$ cat config.mk
export PLATFORM = sky130hd
export DESIGN_NAME = if_fetch_stage
export DESIGN_NICKNAME = d
export VERILOG_FILES = /design/src/rtl/if_fetch_stage.sv
export SDC_FILE = /design/constraint.sdc
export NUM_CORES = 1
export LEC_CHECK = 0
export CAP_MARGIN = 20
export CORE_UTILIZATION = 49
export CTS_BUF_LIST = sky130_fd_sc_hd__clkbuf_4 sky130_fd_sc_hd__clkbuf_8
export DETAILED_ROUTE_END_ITERATION = 10
export GPL_ROUTABILITY_DRIVEN = 0
export PLACE_DENSITY = 0.89
export SYNTH_ARGS = -nofsm -noshare
export SYNTH_HDL_FRONTEND = slang
export SYNTH_SLANG_ARGS = --single-unit
$ cat constraint.sdc
create_clock -name clk -period 5.45 [get_ports clk]
set_input_delay 1.3625 -clock clk [delete_from_list [all_inputs] [get_ports clk]]
set_output_delay 1.3625 -clock clk [all_outputs]
set_load 0.02 [all_outputs]
$ cat src/rtl/if_fetch_stage.sv
// ============================================================================
// Module   : if_fetch_stage
// Brief    : MIPS instruction-fetch stage: PC, ROM addressing, IF/ID register,
//            stall/flush, redirect, interrupt and exception vectoring.
// Revision : 1.0 - initial release
// ============================================================================
`default_nettype none

module if_fetch_stage #(
  parameter logic [31:0] RESET_PC = 32'h8000_0000,
  parameter logic [31:0] IRQ_VEC  = 32'h8000_0004,
  parameter logic [31:0] EXC_VEC  = 32'h8000_0008,
  parameter logic [31:0] NOP      = 32'h0000_0000
) (
  input  logic        clk,
  input  logic        reset,
  output logic [30:0] rom_addr,
  input  logic [31:0] rom_data,
  input  logic        stall,
  input  logic        flush,
  input  logic        redirect_valid,
  input  logic [31:0] redirect_target,
  input  logic        irq_req,
  input  logic        exc_req,
  output logic [31:0] pc,
  output logic [31:0] id_instr,
  output logic [31:0] id_pc_plus4,
  output logic        id_valid,
  output logic        id_irq
);

  logic [31:0] r_pc;
  logic [31:0] r_id_instr;
  logic [31:0] r_id_pc_plus4;
  logic        r_id_valid;
  logic        r_id_irq;

  logic [31:0] w_seq_pc;
  logic [31:0] w_redirect_pc;
  logic        w_irq_taken;

  // Incrementing never crosses the supervisor bit; user code cannot jump into kernel space.
  assign w_seq_pc      = {r_pc[31], r_pc[30:0] + 31'd4};
  assign w_redirect_pc = {r_pc[31] & redirect_target[31], redirect_target[30:2], 2'b00};
  assign w_irq_taken   = irq_req & ~r_pc[31] & ~stall;

  assign rom_addr    = r_pc[30:0];
  assign pc          = r_pc;
  assign id_instr    = r_id_instr;
  assign id_pc_plus4 = r_id_pc_plus4;
  assign id_valid    = r_id_valid;
  assign id_irq      = r_id_irq;

  always_ff @(posedge clk or negedge reset) begin
    if (!reset) begin
      r_pc          <= RESET_PC;
      r_id_instr    <= NOP;
      r_id_pc_plus4 <= 32'h0;
      r_id_valid    <= 1'b0;
      r_id_irq      <= 1'b0;
    end else if (exc_req) begin
      r_pc          <= EXC_VEC;
      r_id_instr    <= NOP;
      r_id_pc_plus4 <= 32'h0;
      r_id_valid    <= 1'b0;
      r_id_irq      <= 1'b0;
    end else if (w_irq_taken) begin
      // The unfetched instruction's address becomes the EPC.
      r_pc          <= IRQ_VEC;
      r_id_instr    <= NOP;
      r_id_pc_plus4 <= r_pc;
      r_id_valid    <= 1'b0;
      r_id_irq      <= 1'b1;
    end else if (redirect_valid) begin
      r_pc          <= w_redirect_pc;
      r_id_instr    <= NOP;
      r_id_pc_plus4 <= 32'h0;
      r_id_valid    <= 1'b0;
      r_id_irq      <= 1'b0;
    end else if (stall) begin
      r_pc          <= r_pc;
    end else if (flush) begin
      r_pc          <= w_seq_pc;
      r_id_instr    <= NOP;
      r_id_pc_plus4 <= 32'h0;
      r_id_valid    <= 1'b0;
      r_id_irq      <= 1'b0;
    end else begin
      r_pc          <= w_seq_pc;
      r_id_instr    <= rom_data;
      r_id_pc_plus4 <= w_seq_pc;
      r_id_valid    <= 1'b1;
      r_id_irq      <= 1'b0;
    end
  end

endmodule

`default_nettype wire

==> metrics.txt, run 1 <==
kind of critical path in -> reg; DR WL/cell 18.8 um; slew margin rel. 0.313; worst slew pin tran 1.03 ns; Fin Clk Skew about 0.013 ns; Crit Path Max Fanout between 50 and 60; worst hold slack 0.489 ns; Seq/Total Area, Yosys 0.467; WL final between 15000 and 20000 um; Post-synth EDFFs 0; post-CTS setup buffers 0; simple-gate area share of the yosys netlist 0.170; Rows 36; ys async rst share 1.00; area leader, netlist dfrtp_1; hpwl dp 10200 um; global-route wire length before repair 24300 um; commonest non-fill, non-tap cell in the layout clkdlybuf4s50_1; Final Hold Vio Count 0; max_cap viols 0; Main synth FF type dfrtp_1; Yosys top cell area share 0.462; DRT Pass-1 Iters 5; Max Buffers Root-to-Sink 2; antenna cell count 0; synthesized area per cell ~9.5 um2; CTS Sinks between 90 and 100; IO Count 200; largest family of logic cells by synthesized area compound AO/OA/AOI/OAI gates; Initial Util 0.514; Leakage between 2 and 3 nW; fin crit share 0.678; CTS-repair resized insts 0; metal3 WL approximately 1500 um; Tot Pwr 1.58 mW; HP Class reg -> reg; die area 10800 um2; top cells by area, synth dfrtp_1 46%, o21ai_0 6.2%, a22o_1 6.0%; ANT nets after route 0; H-tree levels 3; DP Worst Slack 1.44 ns; Placeable Area 9910 um2; hold bufs inserted after CTS 0; initial antenna violation count 0; met2 WL about 7300 um; Worst Path Arrival approximately 4.0 ns; RSZ-0062 raised after global routing false; # fillers about 700; Area growth syn-to-layout 38.2%; total vias in the final route 4968; DR top layer met4; IO Port Bufs roughly 190; fin nets 741; met1 wire length approximately 6000 um; post-synthesis mux area share 0.00910; clock buffer count from CTS 9; setup tns final 0 ns; Reg2Reg Launch Point pc[2]; register bit total from synthesis 95; fmax around 270 MHz; Synth Area in Compound Gates 0.249; Cells after Synth around 530; Clock transition at path regs 0.10 ns; remaining routing DRC violations 0; setup ws final approximately 1.8 ns; final instance area 7030 um2; VDD IR max 0.160 mV; CP required 5.76 ns; die height 104 um; post-synthesis xor/xnor area fraction 0.00688; CTS tree done; post-DR vias/cell 6.16; Worst setup EP type flip-flop; DRT iter0 DRCs around 380; Startpoint Class input port; most frequent cells in the layout 191 x clkdlybuf4s50_1, 94 x dfrtp_1, 63 x o21ai_0; Yosys cell types 60; fin. max-slew vios 0; grt ovf 0; Synth Warn # 0; vias in the first global route between 4k and 5k; ratio of cells with drive above 1 in the final layout 0.0623; area post-placement 6790 um2; Mapped Area 5090 um2; status finished clean; root buf cell clkbuf_8; Total GRT Usage 0.282; largest net degree at the start of global routing 58; post-synthesis adder-cell area fraction 0.00246; fin crit period between 3 and 4 ns; CP startpoint redirect_valid; Clock Latency Late Sink 0.37 ns; P per Cell Area 225 nW/um2; Setup violations, final 0; min-delay src id_irq; die span in x a little over 100 um
## through the flow
step | util | instances
after floorplan | - | 536
after global placement | 0.685 | 790
after detailed placement | 0.685 | 790
after CTS | 0.708 | 806
after global routing | 0.709 | 807
final | 0.709 | 807
## flip-flops by register name (all words and copies together) (netlist names)
name         flops
id_instr        32
id_irq           1
id_pc_plus4     31
id_valid         1
pc              30
## path summary, 6_finish.rpt
path,end,slack (ns),cells past startpoint
max,pc[27],1.75,6
max reg2reg,pc[21],2.95,5
max in group asynchronous,id_pc_plus4[17],3.38,2
min in group asynchronous,pc[21],0.97,1
min,id_irq,0.49,2
min reg2reg,id_irq,0.49,2
## cell usage after synthesis, types with 5 or more instances
cell / count
inv_1: 7
a22o_1: 35
nand2_1: 50
buf_2: 16
nor3_1: 5
dfrtp_1: 94
a21oi_1: 21
nand2b_1: 5
nand3_1: 12
a32oi_1: 10
nor3b_1: 5
nor2_1: 34
buf_4: 36
nand4_1: 9
clkbuf_1: 21
and3_1: 9
o21ai_0: 63
nor4_1: 6
o31a_1: 5
a22oi_1: 15
## cells by family after synthesis
logic type | Yosys count
buf+inv | 84
simple gates | 157
xor+xnor | 4
compound gates | 187
flops | 95
fa+ha+maj | 1
mux | 4
other cells | 1
## cell type report
| class | instances | area (um2) | share of cell area |
|---|---|---|---|
| well taps | 133 | 166 | 0.0237 |
| clock inverters | 6 | 92.6 | 0.0132 |
| inverters | 7 | 26.3 | 0.00374 |
| clock buffers | 10 | 138 | 0.0196 |
| repair buffers | 199 | 1970 | 0.281 |
| flip-flops and latches | 95 | 2380 | 0.338 |
| multi-input cells | 357 | 2260 | 0.321 |
## worst max-delay path, stage by stage
cell and delay [ns]:
buf_2 0.76, nand2b_1 0.29, nand2b_1 0.21, nand2b_1 0.62, or4_1 0.66, nand3_1 0.09
## power breakdown
part	internal, mW	total [mW]	switching, mW
Combinational	0.137	0.282	0.145
Sequential	0.728	0.770	0.0417
Clock	0.273	0.532	0.259
## routing by layer
metal,vias to the layer above,track usage
li1,2208,-
met2,341,0.454
met4,0,0.133
met5,-,0
met1,2380,0.365
met3,39,0.0602
Note: power is estimated with default switching activity, not from simulation.
==> run 2, diff against run 1 <==
CORE_UTILIZATION = 45   (was 49)
PLACE_DENSITY = 0.82   (was 0.89)
clock period = 3.7 ns   (was 5.45 ns; I/O delays follow)
==> run 2 against run 1 <==
Compared with the run above:
- design area is 1.3% higher
- via count is 2.1% lower
- cell count is 2.0% higher
- total power is 48% higher
- first-iteration DRC count is 33% lower
- largest power group unchanged
- worst setup slack worse by 0.85 ns
- die area is 8.7% higher
- count of clock-buffer cells in the layout stayed put
- flip-flop and latch count stayed put
==> metrics.txt, run 2 (same netlist as run 1, synthesis figures left out) <==
Clock transition at path regs 0.10 ns (about the same); worst slew pin tran 0.910 ns (-0.121 ns); root buf cell clkbuf_8; Worst setup EP type flip-flop; Net Sw Power 660 uW (+48%); Final Hold Vio Count 0 (unchanged); Comb pwr share 0.181 (+0.003); initial antenna violation count 0 (unchanged); CP peak stage delay 0.61 ns (-0.15 ns); Leakage 3.02 nW (+1.8%); Largest register FFs 32 (unchanged); kind of critical path in -> reg; P per Cell Area 329 nW/um2 (+46%); ANT nets after route 0 (unchanged); # fillers 879 (+26%); Cell Int Power 1.68 mW (+48%); multi-input logic area 2260 um2 (unchanged); Area growth syn-to-layout 40.0%; Reg2Reg Launch Point pc[2]; r2r setup slk 0.92 ns (-2.03 ns); Worst Path Arrival 3.10 ns (-0.91 ns); DR WL/cell 18.8 um (+0.13%); WL final 15500 um (+2.1%); HP Class reg -> reg; setup ws final 0.904 ns (-0.849 ns); clock buffer count from CTS 9 (unchanged); CTS-repair resized insts 0 (unchanged); fin crit period between 2 and 3 ns; die area 11700 um2 (+8.7%); total vias in the final route 4866 (-2.1%); max_cap viols 0 (unchanged); Clock Latency Late Sink 0.37 ns (about the same); IO Port Bufs 193 (unchanged); Initial Util 0.465 (-0.0482); critical-path cell list clkdlybuf4s50_1 -> or3b_1 -> nand2_1 -> nor2_4 -> buf_4 -> a22o_1; CTS Sinks 95 (unchanged); register area 2380 um2 (unchanged); Tot Pwr 2.34 mW (+48%); largest net degree at the start of global routing 87 (+50%); commonest non-fill, non-tap cell in the layout clkdlybuf4s50_1; Worst Hold Depth 2 (unchanged); slew margin rel. 0.389 (+0.0760); remaining routing DRC violations 0 (unchanged); hpwl dp 10600 um (+4.4%); Critical R2R Capture pc[18]; CP required 4.00 ns (-1.76 ns); Sequential Power Share 0.484 (-0.002); status finished clean; Placeable Area 10900 um2 (+10%); fmax approximately 360 MHz; min-delay src id_pc_plus4[2]; H-tree levels 3 (unchanged); Startpoint Class input port; die span in x 108 um (+4.3%); die height 108 um (+4.3%); DRT Pass-1 Iters 4 (-1); clock network fraction of total power 0.335 (about the same); worst-case hold path end point id_pc_plus4[2]; Sw Ratio 0.282 (about the same); Fin Clk Skew 0.00799 ns (-0.00472 ns); post-CTS setup buffers 0 (unchanged); VDD IR max 0.229 mV (+44%); DP Worst Slack 0.580 ns (-0.859 ns); antenna cell count 0 (unchanged); Total GRT Usage 0.266 (-0.0163); ratio of cells with drive above 1 in the final layout 0.0747 (+0.0124); Crit Path Max Fanout 26 (-54%); Rows 38 (+5.6%); post-DR vias/cell 5.91 (-4.0%); CTS tree done; most frequent cells in the layout 191 x clkdlybuf4s50_1, 94 x dfrtp_1, 63 x o21ai_0; critical path's slowest cell clkdlybuf4s50_1; vias in the first global route 4766 (+0.38%); hold bufs inserted after CTS 0 (unchanged); IO Count 200 (unchanged); fin crit share 0.756; fin nets 750 (+1.2%); setup tns final 0 ns (unchanged); Max Buffers Root-to-Sink 2 (unchanged); RSZ-0062 raised after global routing false; global-route wire length before repair 23900 um (-1.6%); DRT iter0 DRCs 256 (-33%); fin. max-slew vios 0 (unchanged); Setup violations, final 0 (unchanged); FF-to-FF path depth 7 (+2); grt ovf 0 (unchanged)
[run 2: changes by cell type in the layout (fill, tap and decap cells not counted), sizes merged]
cell | before | now
buf | 8 | 17
[run 2: worst max path at each step]
stage / startpoint / end / slack [ns] / cells past startpoint
finish: stall / id_instr[20] / 0.90 / 6
global route: stall / id_instr[20] / 0.78 / 6
CTS: stall / id_instr[20] / 0.97 / 6
detailed placement: stall / id_instr[14] / 0.58 / 6
global placement: stall / id_instr[12] / 0.65 / 6
floorplan: stall / id_pc_plus4[12] / 1.47 / 6
[run 2: cell type report]
type / instances / share of cell area
clock buffer: 10 / 0.0193
clock inverter: 6 / 0.0130
inverter: 7 / 0.00369
multi-input combinational: 357 / 0.317
sequential: 95 / 0.334
tap: 140 / 0.0246
timing repair buffer: 208 / 0.289
[run 2: metal layers]
layer / track usage / up-vias / wire [um]
met5: 0 / - / 0
li1: - / 2215 / -
met1: 0.339 / 2382 / 6450
met3: 0.0687 / 34 / 1270
met2: 0.423 / 235 / 7380
met4: 0.125 / 0 / 384
[run 2: critical path, delay by kind of cell]
family                 cells  cell delay, ns
buffers and inverters      2            0.99
AND/OR/NAND/NOR            3            0.95
AO/OA/AOI/OAI              1            0.22
[run 2: per-stage QoR]
stage,utilization,cell area (um2),hold WS (ns),instances
global placement,0.628,6870,0.462,806
floorplan,-,5100,0.559,536
detailed placement,0.628,6870,0.479,806
finish,0.651,7120,0.499,823
CTS,0.649,7100,0.503,822
global route,0.651,7120,0.528,823
[run 2: power by group through the flow]
stage	logic (mW)	clock network, mW	registers, mW
6_report	0.425	0.785	1.13
5_1_grt	0.455	0.843	1.14
4_1_cts	0.422	0.796	1.13
3_5_place_dp	0.420	0	1.15
3_3_place_gp	0.412	0	1.15
2_1_floorplan	0.179	0	1.17
==> run 3, diff against run 2 <==
clock period = 2.6 ns   (was 3.7 ns; I/O delays follow)
==> run 3 against run 2 <==
Compared with the run above:
- non-clock buffer count up 10
- largest cell class unchanged
- global-route usage down 0.32 points
- critical path depth down 5
- register-to-register slack worse by 0.64 ns
==> metrics.txt, run 3 (same netlist as run 1, synthesis figures left out) <==
Worst Path Arrival 1.72 ns (-1.38 ns); Setup violations, final 0 (unchanged); CP peak stage delay 0.70 ns (+0.09 ns); post-CTS setup buffers 0 (unchanged); slew margin rel. 0.480 (+0.0905); hpwl dp 10600 um (-0.26%); fin crit share 0.912; initial antenna violation count 0 (unchanged); die span in x 108 um (unchanged); CP startpoint pc[17]; total vias in the final route 4839 (-0.55%); vias in the first global route 4737 (-0.61%); most frequent cells in the layout 191 x clkdlybuf4s50_1, 94 x dfrtp_1, 63 x o21ai_0; IO Port Bufs 193 (unchanged); DR WL/cell 18.0 um (-4.0%); fin crit period between 2 and 2.5 ns; Clock transition at path regs 0.09 ns (about the same); Rows 38 (unchanged); status finished clean; Worst setup EP type primary output; ratio of cells with drive above 1 in the final layout 0.0880 (+0.0134); Initial Util 0.465 (unchanged); HP Class in -> async; die area 11700 um2 (unchanged); hold bufs inserted after CTS 0 (unchanged); critical path's slowest cell clkdlybuf4s50_1; CTS tree done; Clock Latency Late Sink 0.36 ns (about the same); ANT nets after route 0 (unchanged); antenna cell count 0 (unchanged); Tot Pwr 3.26 mW (+39%); Reg2Reg Launch Point pc[3]; largest net degree at the start of global routing 55 (-37%); fin nets 760 (+1.3%); r2r setup slk 0.28 ns (-0.64 ns); clock buffer count from CTS 9 (unchanged); Placeable Area 10900 um2 (unchanged); kind of critical path reg -> out; WL final 15000 um (-2.9%); critical-path cell list clkdlybuf4s50_1; root buf cell clkbuf_8; P per Cell Area 454 nW/um2 (+38%); Crit. path cell count 1 (-5); post-DR vias/cell 5.81 (-1.7%); Buf/Inv on CP 1 (-1); delay-heaviest family, CP buffers and inverters; FF-to-FF path depth 7 (unchanged); Largest register FFs 32 (unchanged); fin. max-slew vios 0 (unchanged); remaining routing DRC violations 0 (unchanged); commonest non-fill, non-tap cell in the layout clkdlybuf4s50_1; Setup crit end rom_addr[17]; CTS Sinks 95 (unchanged); Area growth syn-to-layout 41.2%; worst slew pin tran 0.778 ns (-0.132 ns); H-tree levels 3 (unchanged); DRT iter0 DRCs 262 (+2.3%); Fin Clk Skew 0.00725 ns (-0.000731 ns); CP required 1.95 ns (-2.05 ns); fmax 422 MHz; IO Count 200 (unchanged); Final Hold Vio Count 0 (unchanged); setup tns final 0 ns (unchanged); VDD IR max 0.274 mV (+19%); Leakage 3.06 nW (+1.5%); CTS-repair resized insts 0 (unchanged); RSZ-0062 raised after global routing false; Critical R2R Capture pc[26]; die height 108 um (unchanged); max_cap viols 0 (unchanged); Finished Core Util 0.657 (+0.00572); DRT Pass-1 Iters 5 (+1); Max Buffers Root-to-Sink 2 (unchanged); Startpoint Class flip-flop; Crit Path Max Fanout 14 (-46%); grt ovf 0 (unchanged); global-route wire length before repair 23700 um (-0.89%); Total GRT Usage 0.263 (-0.00321)
[run 3: how the worst min path moves through the flow]
| stage | from | end | slack (ns) | depth (start not counted) |
|---|---|---|---|---|
| after floorplan | reset | id_instr[0] | 0.35 | 0 |
| after global placement | id_irq | id_irq | 0.46 | 2 |
| after detailed placement | id_irq | id_irq | 0.47 | 2 |
| after CTS | reset | id_instr[15] | 0.25 | 1 |
| after global routing | reset | id_instr[15] | 0.28 | 1 |
| final | reset | id_instr[15] | 0.25 | 1 |
[run 3: cell type report]
type,count,area (um2)
Clock buffer,12,159
Sequential cell,95,2380
Timing Repair Buffer,218,2140
Clock inverter,4,53.8
Tap cell,140,175
Fill cell,878,3750
Multi-Input combinational cell,357,2260
Inverter,7,26.3
[run 3: report_power, final]
part,leakage [nW],total (mW),internal [mW],switching (mW)
sequential,1.30,1.61,1.53,0.0835
clock,0.102,1.04,0.510,0.531
combinational,1.66,0.613,0.305,0.308
total,3.06,3.26,2.34,0.922
[run 3: worst reg2reg max path, stage by stage (launching register included)]
cell	delay, ns
dfrtp_1	0.54
ha_1	0.32
nand3_1	0.30
nor4_4	0.23
buf_4	0.29
nand3_1	0.13
o31a_1	0.28
o21ai_0	0.15
[run 3: metrics by stage]
step / hold slack [ns] / setup WS (ns) / instances / area [um2]
final: 0.254 / 0.230 / 833 / 7190
after global routing: 0.282 / 0.0495 / 833 / 7190
after CTS: 0.255 / 0.217 / 833 / 7190
after detailed placement: 0.467 / 0.0599 / 817 / 6970
after global placement: 0.464 / 0.140 / 817 / 6970
after floorplan: 0.354 / 0.581 / 536 / 5100
[run 3: routing by layer]
layer	track usage	part of all wire
met3	0.0675	0.093
met1	0.330	0.41
met5	0	0
met2	0.424	0.47
met4	0.121	0.021
